--- src/rtl/gemm_accum_if.sv ---
// Streaming bus between the MAC column and the accumulator.
// Carries the partial-sum input stream and the result output handshake.
// The slave modport is the accumulator; the master modport is whoever feeds
// partial sums and consumes results.
interface gemm_accum_if #(
  parameter int C_DATA_WIDTH = 32
);
  logic [C_DATA_WIDTH-1:0] in_data;
  logic                    in_valid;
  logic [C_DATA_WIDTH-1:0] out_data;
  logic                    out_valid;
  logic                    out_ready;

  modport slave (
    input  in_data,
    input  in_valid,
    input  out_ready,
    output out_data,
    output out_valid
  );

  modport master (
    output in_data,
    output in_valid,
    output out_ready,
    input  out_data,
    input  out_valid
  );
endinterface

--- src/rtl/gemm_accum.sv ---
// GEMM column accumulator.
// Sums cfg_passes partial sums from the bottom of a MAC column into one
// result and queues each result in a small FIFO for downstream.
// Optional macro GEMM_ACCUM_SAT_EN: accumulate adds saturate (signed)
// instead of wrapping.
module gemm_accum #(
  parameter int C_DATA_WIDTH = 32,
  parameter int C_FIFO_DEPTH = 4
) (
  input  logic                              clock,
  input  logic                              resetn,
  input  logic [7:0]                        cfg_passes,
  output logic [$clog2(C_FIFO_DEPTH):0]     fifo_count,
  output logic                              overflow,
  gemm_accum_if.slave                       bus
);

  localparam int W  = C_DATA_WIDTH;
  localparam int AW = $clog2(C_FIFO_DEPTH);
  localparam int CW = AW + 1;
  localparam logic signed [W-1:0] SAT_MAX = {1'b0, {(W-1){1'b1}}};
  localparam logic signed [W-1:0] SAT_MIN = {1'b1, {(W-1){1'b0}}};

  typedef enum logic [0:0] {S_IDLE, S_ACC} state_t;

  // Accumulate add: wraps by default, clamps on signed overflow when enabled.
  function automatic logic signed [W-1:0] acc_add(input logic signed [W-1:0] a,
                                                  input logic signed [W-1:0] b);
    logic signed [W-1:0] s;
    s = a + b;
`ifdef GEMM_ACCUM_SAT_EN
    if ((a[W-1] == b[W-1]) && (s[W-1] != a[W-1])) begin
      s = a[W-1] ? SAT_MIN : SAT_MAX;
    end
`endif
    return s;
  endfunction

  state_t              state_q, state_d;
  logic signed [W-1:0] acc_q, acc_d;
  logic [7:0]          cnt_q, cnt_d;
  logic [7:0]          tgt_q, tgt_d;

  logic [7:0]          passes_eff;
  logic                last_beat;
  logic signed [W-1:0] in_s;
  logic signed [W-1:0] sum;
  logic                push;
  logic [W-1:0]        push_data;

  logic [W-1:0]        mem [C_FIFO_DEPTH];
  logic [AW-1:0]       wr_ptr_q, rd_ptr_q;
  logic [CW-1:0]       count_q;
  logic                overflow_q;
  logic                full;
  logic                pop;
  logic                push_ok;

  assign passes_eff = (cfg_passes == 8'd0) ? 8'd1 : cfg_passes;
  assign in_s       = $signed(bus.in_data);
  assign sum        = acc_add(acc_q, in_s);
  assign last_beat  = (8'(cnt_q + 8'd1) == tgt_q);

  // State register.
  always_ff @(posedge clock or negedge resetn) begin
    if (!resetn) begin
      state_q <= S_IDLE;
    end else begin
      state_q <= state_d;
    end
  end

  // Next-state: a target of one never leaves idle; otherwise run until the last beat.
  always_comb begin
    state_d = state_q;
    if (bus.in_valid) begin
      case (state_q)
        S_IDLE:  state_d = (passes_eff == 8'd1) ? S_IDLE : S_ACC;
        S_ACC:   state_d = last_beat ? S_IDLE : S_ACC;
        default: state_d = S_IDLE;
      endcase
    end
  end

  // Outputs: accumulator/count/target next values and the FIFO push request.
  always_comb begin
    acc_d     = acc_q;
    cnt_d     = cnt_q;
    tgt_d     = tgt_q;
    push      = 1'b0;
    push_data = '0;
    if (bus.in_valid) begin
      case (state_q)
        S_IDLE: begin
          tgt_d = passes_eff;
          acc_d = in_s;
          if (passes_eff == 8'd1) begin
            push      = 1'b1;
            push_data = bus.in_data;
            cnt_d     = 8'd0;
          end else begin
            cnt_d = 8'd1;
          end
        end
        S_ACC: begin
          acc_d = sum;
          if (last_beat) begin
            push      = 1'b1;
            push_data = sum;
            cnt_d     = 8'd0;
          end else begin
            cnt_d = 8'(cnt_q + 8'd1);
          end
        end
        default: begin
          cnt_d = 8'd0;
        end
      endcase
    end
  end

  // Accumulator, beat count and latched pass target.
  always_ff @(posedge clock or negedge resetn) begin
    if (!resetn) begin
      acc_q <= '0;
      cnt_q <= 8'd0;
      tgt_q <= 8'd1;
    end else begin
      acc_q <= acc_d;
      cnt_q <= cnt_d;
      tgt_q <= tgt_d;
    end
  end

  // ---- result FIFO stage ----
  assign full    = (count_q == CW'(C_FIFO_DEPTH));
  assign pop     = bus.out_valid && bus.out_ready;
  assign push_ok = push && (!full || pop);

  // FIFO pointers, occupancy and sticky drop flag.
  always_ff @(posedge clock or negedge resetn) begin
    if (!resetn) begin
      wr_ptr_q   <= '0;
      rd_ptr_q   <= '0;
      count_q    <= '0;
      overflow_q <= 1'b0;
    end else begin
      if (push_ok) wr_ptr_q <= wr_ptr_q + 1'b1;
      if (pop)     rd_ptr_q <= rd_ptr_q + 1'b1;
      case ({push_ok, pop})
        2'b10:   count_q <= count_q + 1'b1;
        2'b01:   count_q <= count_q - 1'b1;
        default: count_q <= count_q;
      endcase
      if (push && full && !pop) overflow_q <= 1'b1;
    end
  end

  // FIFO storage; emptiness is tracked by count, so no reset is needed here.
  always_ff @(posedge clock) begin
    if (push_ok) mem[wr_ptr_q] <= push_data;
  end

  assign bus.out_valid = (count_q != '0);
  assign bus.out_data  = bus.out_valid ? mem[rd_ptr_q] : '0;
  assign fifo_count    = count_q;
  assign overflow      = overflow_q;

endmodule

--- src/flat_wrapper.sv ---
// flat-port wrapper written by rule: the top's interface ports become plain ports
module gemm_accum_flat 
#(
  parameter int C_DATA_WIDTH = 32,
  parameter int C_FIFO_DEPTH = 4
)
  (clock, resetn, cfg_passes, fifo_count, overflow, bus_in_data, bus_in_valid, bus_out_ready, bus_out_data, bus_out_valid);
  gemm_accum_if #(.C_DATA_WIDTH(C_DATA_WIDTH)) bus_i ();
  input  logic clock;
  input  logic resetn;
  input  logic [7:0] cfg_passes;
  output logic [$clog2(C_FIFO_DEPTH):0] fifo_count;
  output logic overflow;
  input wire logic [$bits(bus_i.in_data)-1:0] bus_in_data;
  input wire logic [$bits(bus_i.in_valid)-1:0] bus_in_valid;
  input wire logic [$bits(bus_i.out_ready)-1:0] bus_out_ready;
  output wire logic [$bits(bus_i.out_data)-1:0] bus_out_data;
  output wire logic [$bits(bus_i.out_valid)-1:0] bus_out_valid;
  assign bus_i.in_data = bus_in_data;
  assign bus_i.in_valid = bus_in_valid;
  assign bus_i.out_ready = bus_out_ready;
  assign bus_out_data = bus_i.out_data;
  assign bus_out_valid = bus_i.out_valid;
  gemm_accum #(.C_DATA_WIDTH(C_DATA_WIDTH), .C_FIFO_DEPTH(C_FIFO_DEPTH)) u_core (.clock(clock), .resetn(resetn), .cfg_passes(cfg_passes), .fifo_count(fifo_count), .overflow(overflow), .bus(bus_i));
endmodule
--- config.mk ---
export PLATFORM = sky130hd
export DESIGN_NAME = gemm_accum_flat
export DESIGN_NICKNAME = d
export VERILOG_FILES = /design/src/rtl/gemm_accum_if.sv /design/src/rtl/gemm_accum.sv /design/src/flat_wrapper.sv
export SDC_FILE = /design/constraint.sdc
export NUM_CORES = 1
export LEC_CHECK = 0
export CAP_MARGIN = 20
export CORE_ASPECT_RATIO = 0.7
export CORE_MARGIN = 1.5
export CORE_UTILIZATION = 36
export DETAILED_ROUTE_END_ITERATION = 6
export HOLD_SLACK_MARGIN = 0.15
export PLACE_DENSITY = 0.52
export SYNTH_ARGS = -nofsm -noshare
export SYNTH_HDL_FRONTEND = slang
export SYNTH_SLANG_ARGS = --single-unit
--- constraint.sdc ---
create_clock -name clock -period 5.4 [get_ports clock]
set_input_delay 0.54 -clock clock [delete_from_list [all_inputs] [get_ports clock]]
set_output_delay 0.54 -clock clock [all_outputs]
set_load 0.02 [all_outputs]
; After elaboration in Yosys (flattened, before gate mapping)
; Memory sizes are Yosys's and may differ from the RTL's.
; Index checks and enable logic that the tools add are counted.
[op_classes]
mux = 20
n_reduce_logical = 11
bitwise = 1
eq_ne = 5
add_sub_neg = 6
[op_table]
columns = cell, count
row1 = $mux W32, 4
row2 = $pmux W32 S2, 2
row3 = $add A32 B32 Y32, 1
row4 = $mux W8, 2
row5 = $pmux W8 S2, 1
row6 = $add A8 B1 Y8 const B, 1
row7 = $eq A8 B1 Y1 const B, 1
row8 = $eq A8 B8 Y1, 1
row9 = $logic_not A8 Y1, 1
row10 = $mux W1, 8
row11 = $pmux W3 S2, 1
row12 = $add A2 B1 Y2 const B, 2
row13 = $logic_and A1 B1 Y1, 4
row14 = $pmux W1 S2, 2
row15 = $add A3 B1 Y3 const B, 1
row16 = $eq A3 B3 Y1 const B, 1
row17 = $reduce_bool A3 Y1, 1
row18 = $sub A3 B1 Y3 const B, 1
row19 = $eq A2 B1 Y1 const B, 1
row20 = $eq A2 B2 Y1 const B, 1
row21 = $logic_not A1 Y1, 2
row22 = $reduce_and A2 Y1, 1
row23 = $reduce_bool A2 Y1, 1
row24 = $logic_or A1 B1 Y1, 1
row25 = $not A1 Y1, 1
[word_totals]
in_bits = 44
ram_bits = 128
wordCells = 52
regBits = 57
mem_count = 1
output_inout_bits = 37
[memory_table]
columns = name, depth, width, rd, rd_ports_with_merged_regs, wr, line
row1 = u_core.mem, 4, 32, 1, 0, 1, gemm_accum.sv:51  ; logic [W-1:0] mem [C_FIFO_DEPTH];

; Logic depth before layout (Yosys ltp)
[depth]
word_depth = 9
depth_mapped = 12
depth_no_buf = 12

; Worst setup path after synthesis
; OpenSTA, ideal clock, no wires.
[synth_timing]
path_kind = flip-flop to flip-flop
start = register u_core.cnt_q[3]
end = memory u_core.mem[0][0] in the netlist's numbering (enable)
setup_slack_ps = 1993
arrival_time_ps = 3015
period_less_slack_ps = 3407
n_path_buf = 0
required_time_ps = 5008
path_stages_with_launch = 8
setup_ps = 392
cell_sequence = dfrtp_1 -> nand3_2 -> or3_1 -> a2111o_1 -> nor4_1 -> o21ai_1 -> nor2b_1 -> and2_1
[synth_via]
elab_chain_cells = 8
[synth_rtl]
columns = element, line
row1 = "start, declared", gemm_accum.sv:41  ; logic [7:0] cnt_q, cnt_d;
row2 = "start signal, assigned", gemm_accum.sv:130  ; cnt_q <= cnt_d;
row3 = $add A8 B1 Y8, gemm_accum.sv:62  ; assign last_beat = (8'(cnt_q + 8'd1) == tgt_q);
row4 = $eq A8 B8 Y1, gemm_accum.sv:62
row5 = $mux W1, gemm_accum.sv:107  ; if (last_beat) begin
row6 = $pmux W1 S2, gemm_accum.sv:93  ; case (state_q)
row7 = $mux W1, gemm_accum.sv:92  ; if (bus.in_valid) begin
row8 = $logic_and A1 B1 Y1, gemm_accum.sv:138  ; assign push_ok = push && (!full || pop);
row9 = $mux W1, gemm_accum.sv:161  ; if (push_ok) mem[wr_ptr_q] <= push_data;
row10 = $mux W1 (implied by the code), gemm_accum.sv:161
row11 = "end, declared", gemm_accum.sv:51
; Every way passes these cells.

; Worst setup path after layout
[layout_timing]
start = register u_core.cnt_q[2]
end = memory u_core.mem[1][20] in the netlist's numbering, data pin
[layout_via]
elab_chain_cells = 5
[layout_rtl]
columns = element, line
row1 = $add A8 B1 Y8, gemm_accum.sv:62
row2 = $eq A8 B8 Y1, gemm_accum.sv:62
row3 = $mux W32, gemm_accum.sv:107
row4 = $pmux W32 S2, gemm_accum.sv:93
row5 = $mux W32, gemm_accum.sv:92
row6 = named net u_core.push_data[20], gemm_accum.sv:49  ; logic [W-1:0] push_data;
; The timed path passes the listed nets, and every way through them passes these cells.

==> results.py <==
metrics = {
    "route": {
        "drc_errors": 0,
        "ant_nets": 0,
        "drt-initial-drc-count": 565,
        "routed_wl_um": 24700,
        "num_vias": 6898,
        "avgViaCountPerCell": 5.25,
        "drt_first_pass_iters": 5,
        "wl_per_cell_um": 18.8,
    },
    "synth": {
        "syn_area_um2": 10000,
        "ys_types": 61,
        "synth_warnings": 0,
        "syn_avg_cell_area_um2": 11.6,
        "ys_ff_latch": 185,
        "syn_inst": 861,
        "seq_area_frac_synth_pct": 52.6,
        "synth_nets": 943,
        "async_flop_share_pct": 30.8,
        "synth_edf_count": 128,
        "synth_flop_cell": "edfxtp_1",
    },
    "timing": {
        "setup_viol": 0,
        "rsz0062_at_grt": "no",
        "finalMaxSlewViolations": 0,
        "fin_crit_sh_pct": 70.5,
        "hold_viol": 0,
        "clock_skew_ns": 0.0113,
        "max_freq_mhz": 263,
        "worstMarginPinSlew_ns": 1.02,
        "fin_crit_ns": 3.81,
        "slew_headroom_pct": 32.1,
        "tns_ns": 0,
    },
    "worst_setup_path": {
        "cp-start-kind": "register",
        "crit_chain": "nand3_2 -> or3_1 -> a2111o_1 -> nor4_4 -> buf_4 -> and3_1 -> inv_2 -> o21ai_0",
        "worst-path-buf-inv": 2,
        "crit_family": "simple AND/OR/NAND/NOR gates",
        "cpPeakStageDelay_ns": 0.75,
        "worstPathRequired_ns": 5.52,
        "end_kind": "register",
        "path_max_fanout": 23,
        "slowest_stage": "o21ai_0",
        "worstPathArrival_ns": 3.92,
        "crit_type": "reg2reg",
    },
    "pwr": {
        "p_per_area_nw_per_um2": 498,
        "internal-power_w": 0.00365,
        "switching_share_pct": 38.2,
        "leakage_nw": 4.67,
        "clkPwrFrac_pct": 22.0,
        "power.switching_w": 0.00226,
        "vdd_ir_drop_max_uv": 205,
        "p_seq_share_pct": 33.2,
        "pwr-share-comb_pct": 44.8,
    },
    "cts": {
        "cts_sinks": 185,
        "cts-resized-gates": 0,
        "cts.clk_slew.worst_paths_ns": 0.07,
        "post_cts.repair.setup_buffers": 0,
        "clkLatencyLatePin_ns": 0.44,
        "cts-htree-levels": 4,
        "cts_tree": "built",
        "cts_buffers": 17,
        "clock_path_buffers": 2,
        "cts-hold-fix-buffers": 0,
        "root_buffer": "clkbuf_16",
    },
    "cells_and_area": {
        "nNetsFinal": 1018,
        "fillers": 2535,
        "layout_commonest_cell": "edfxtp_1",
        "layout_common_cells": "edfxtp_1 (128), clkdlybuf4s50_1 (78), nand2_1 (76), nor2_1 (62), a21oi_1 (56)",
        "syn_to_final_growth_pct": 18.4,
        "antenna_cells": 0,
        "drive_gt1_share_pct": 9.69,
        "final_area_um2": 11900,
    },
    "global_route": {
        "grt_pass1_wl_um": 39200,
        "first_global_vias": 6756,
        "grt_use_total_pct": 17.8,
        "grt_max_degree": 58,
        "antenna_found_initial": 0,
        "overflow": 0,
    },
    "status": {
        "outcome": "completed",
    },
    "floorplanning": {
        "core_um2": 27000,
        "die_y_um": 143,
        "die_area_um2": 28900,
        "rows": 50,
        "pin_count": 81,
        "dieWidth_um": 202,
        "initial_utilization_pct": 37.1,
    },
    "placement": {
        "place.gp.congestion": 0.843,
        "placed_area_um2": 11200,
        "io_buffers": 80,
        "hpwlAfterDp_um": 17300,
    },
    "job": {
        "max_cap_viol_count": 0,
    },
    "min_path": {
        "hold_path.class": "in2async",
    },
}
==> layout make-up <==
type	count	area, um^2	area share, %
Timing Repair Buffer	98	926	7.80
Clock inverter	14	185	1.56
Multi-Input combinational cell	614	4510	38.0
Sequential cell	185	5270	44.4
Tap cell	364	455	3.84
Inverter	20	75.1	0.633
Clock buffer	18	439	3.70
==> cell families (layout without fill, tap and decap cells) <==
family	count (synthesis)	after routing	share of synthesized area [%]
flops	185	185	52.6
mux	57	57	9.70
compound gates	186	186	11.7
xor+xnor	43	43	4.03
simple gates	290	290	14.7
buf+inv	62	150	2.36
fa+ha+maj	38	38	4.90
==> per-layer routing <==
metal  up-vias  GRT usage (%)  wire, um  part of all wire [%]
li1       3349              -         -                     -
met1      3386           28.3     13600                    55
met2       145           24.7      9880                    40
met3        18           3.23       976                   3.9
met4         0           4.09       266                   1.1
met5         -              0         0                     0
==> final timing paths <==
| path | slack, ns | cells after the start | end | startpoint |
|---|---|---|---|---|
| max | 1.59 | 8 | u_core.mem[1][20]$_DFFE_PP_ | u_core.cnt_q[2]$_DFFE_PN0P_ |
| max in group asynchronous | 4.45 | 2 | u_core.state_q$_DFFE_PN0P_ | resetn |
| min | 0.30 | 2 | u_core.fifo_count[2]$_DFFE_PN0P_ | resetn |
| max reg2reg | 1.59 | 8 | u_core.mem[1][20]$_DFFE_PP_ | u_core.cnt_q[2]$_DFFE_PN0P_ |
| min reg2reg | 0.50 | 1 | u_core.overflow$_DFFE_PN0P_ | u_core.overflow$_DFFE_PN0P_ |
| min in group clock | 0.48 | 3 | u_core.state_q$_DFFE_PN0P_ | bus_in_valid |
==> stage by stage <==
stage	util [%]	hold slack (ns)	power (W)	instances	setup WS, ns
3_3_place_gp	41.6	0.486	0.00463	1280	1.28
6_report	43.9	0.303	0.00591	1313	1.59
5_1_grt	43.9	0.373	0.00632	1313	1.40
3_5_place_dp	41.6	0.485	0.00464	1280	1.28
4_1_cts	43.9	0.336	0.00596	1312	1.59
2_1_floorplan	-	0.244	0.00391	861	1.99
==> cells in the mapped netlist, types with 6 or more instances <==
cell type,n,share of area (%)
xor2_1,12,1.0
mux4_2,32,7.2
inv_1,19,0.71
a21o_1,18,1.3
and2_1,47,2.9
a31oi_1,18,1.1
a22o_1,7,0.61
or3_1,9,0.56
dfrtp_1,56,14
o21ai_0,36,1.8
edfxtp_1,128,38
nand3_1,25,1.2
buf_1,7,0.26
a21boi_0,7,0.52
mux2i_1,24,2.4
nand2_1,76,2.8
clkbuf_1,34,1.3
and3_1,8,0.50
nor2_1,62,2.3
nand4_1,9,0.56
nor2b_1,25,1.6
xnor2_1,29,2.5
a211oi_1,6,0.45
ha_1,36,4.5
nand3b_1,6,0.45
a21oi_1,56,2.8
==> sequential cells by signal (all words and copies together) (netlist names) <==
signal	flops
u_core.acc_q	32
u_core.cnt_q	8
u_core.fifo_count	3
u_core.mem	128
u_core.overflow	1
u_core.rd_ptr_q	2
u_core.state_q	1
u_core.tgt_q	8
u_core.wr_ptr_q	2
==> power by group through the flow <==
| stage | Sequential, W | Clock [W] | Combinational [W] |
|---|---|---|---|
| after floorplan | 0.00189 | 0 | 0.00202 |
| after global placement | 0.00199 | 0 | 0.00264 |
| after detailed placement | 0.00200 | 0 | 0.00264 |
| after CTS | 0.00197 | 0.00134 | 0.00266 |
| after global routing | 0.00201 | 0.00140 | 0.00292 |
| final | 0.00196 | 0.00130 | 0.00265 |
Power figures use the tool's default switching activity.
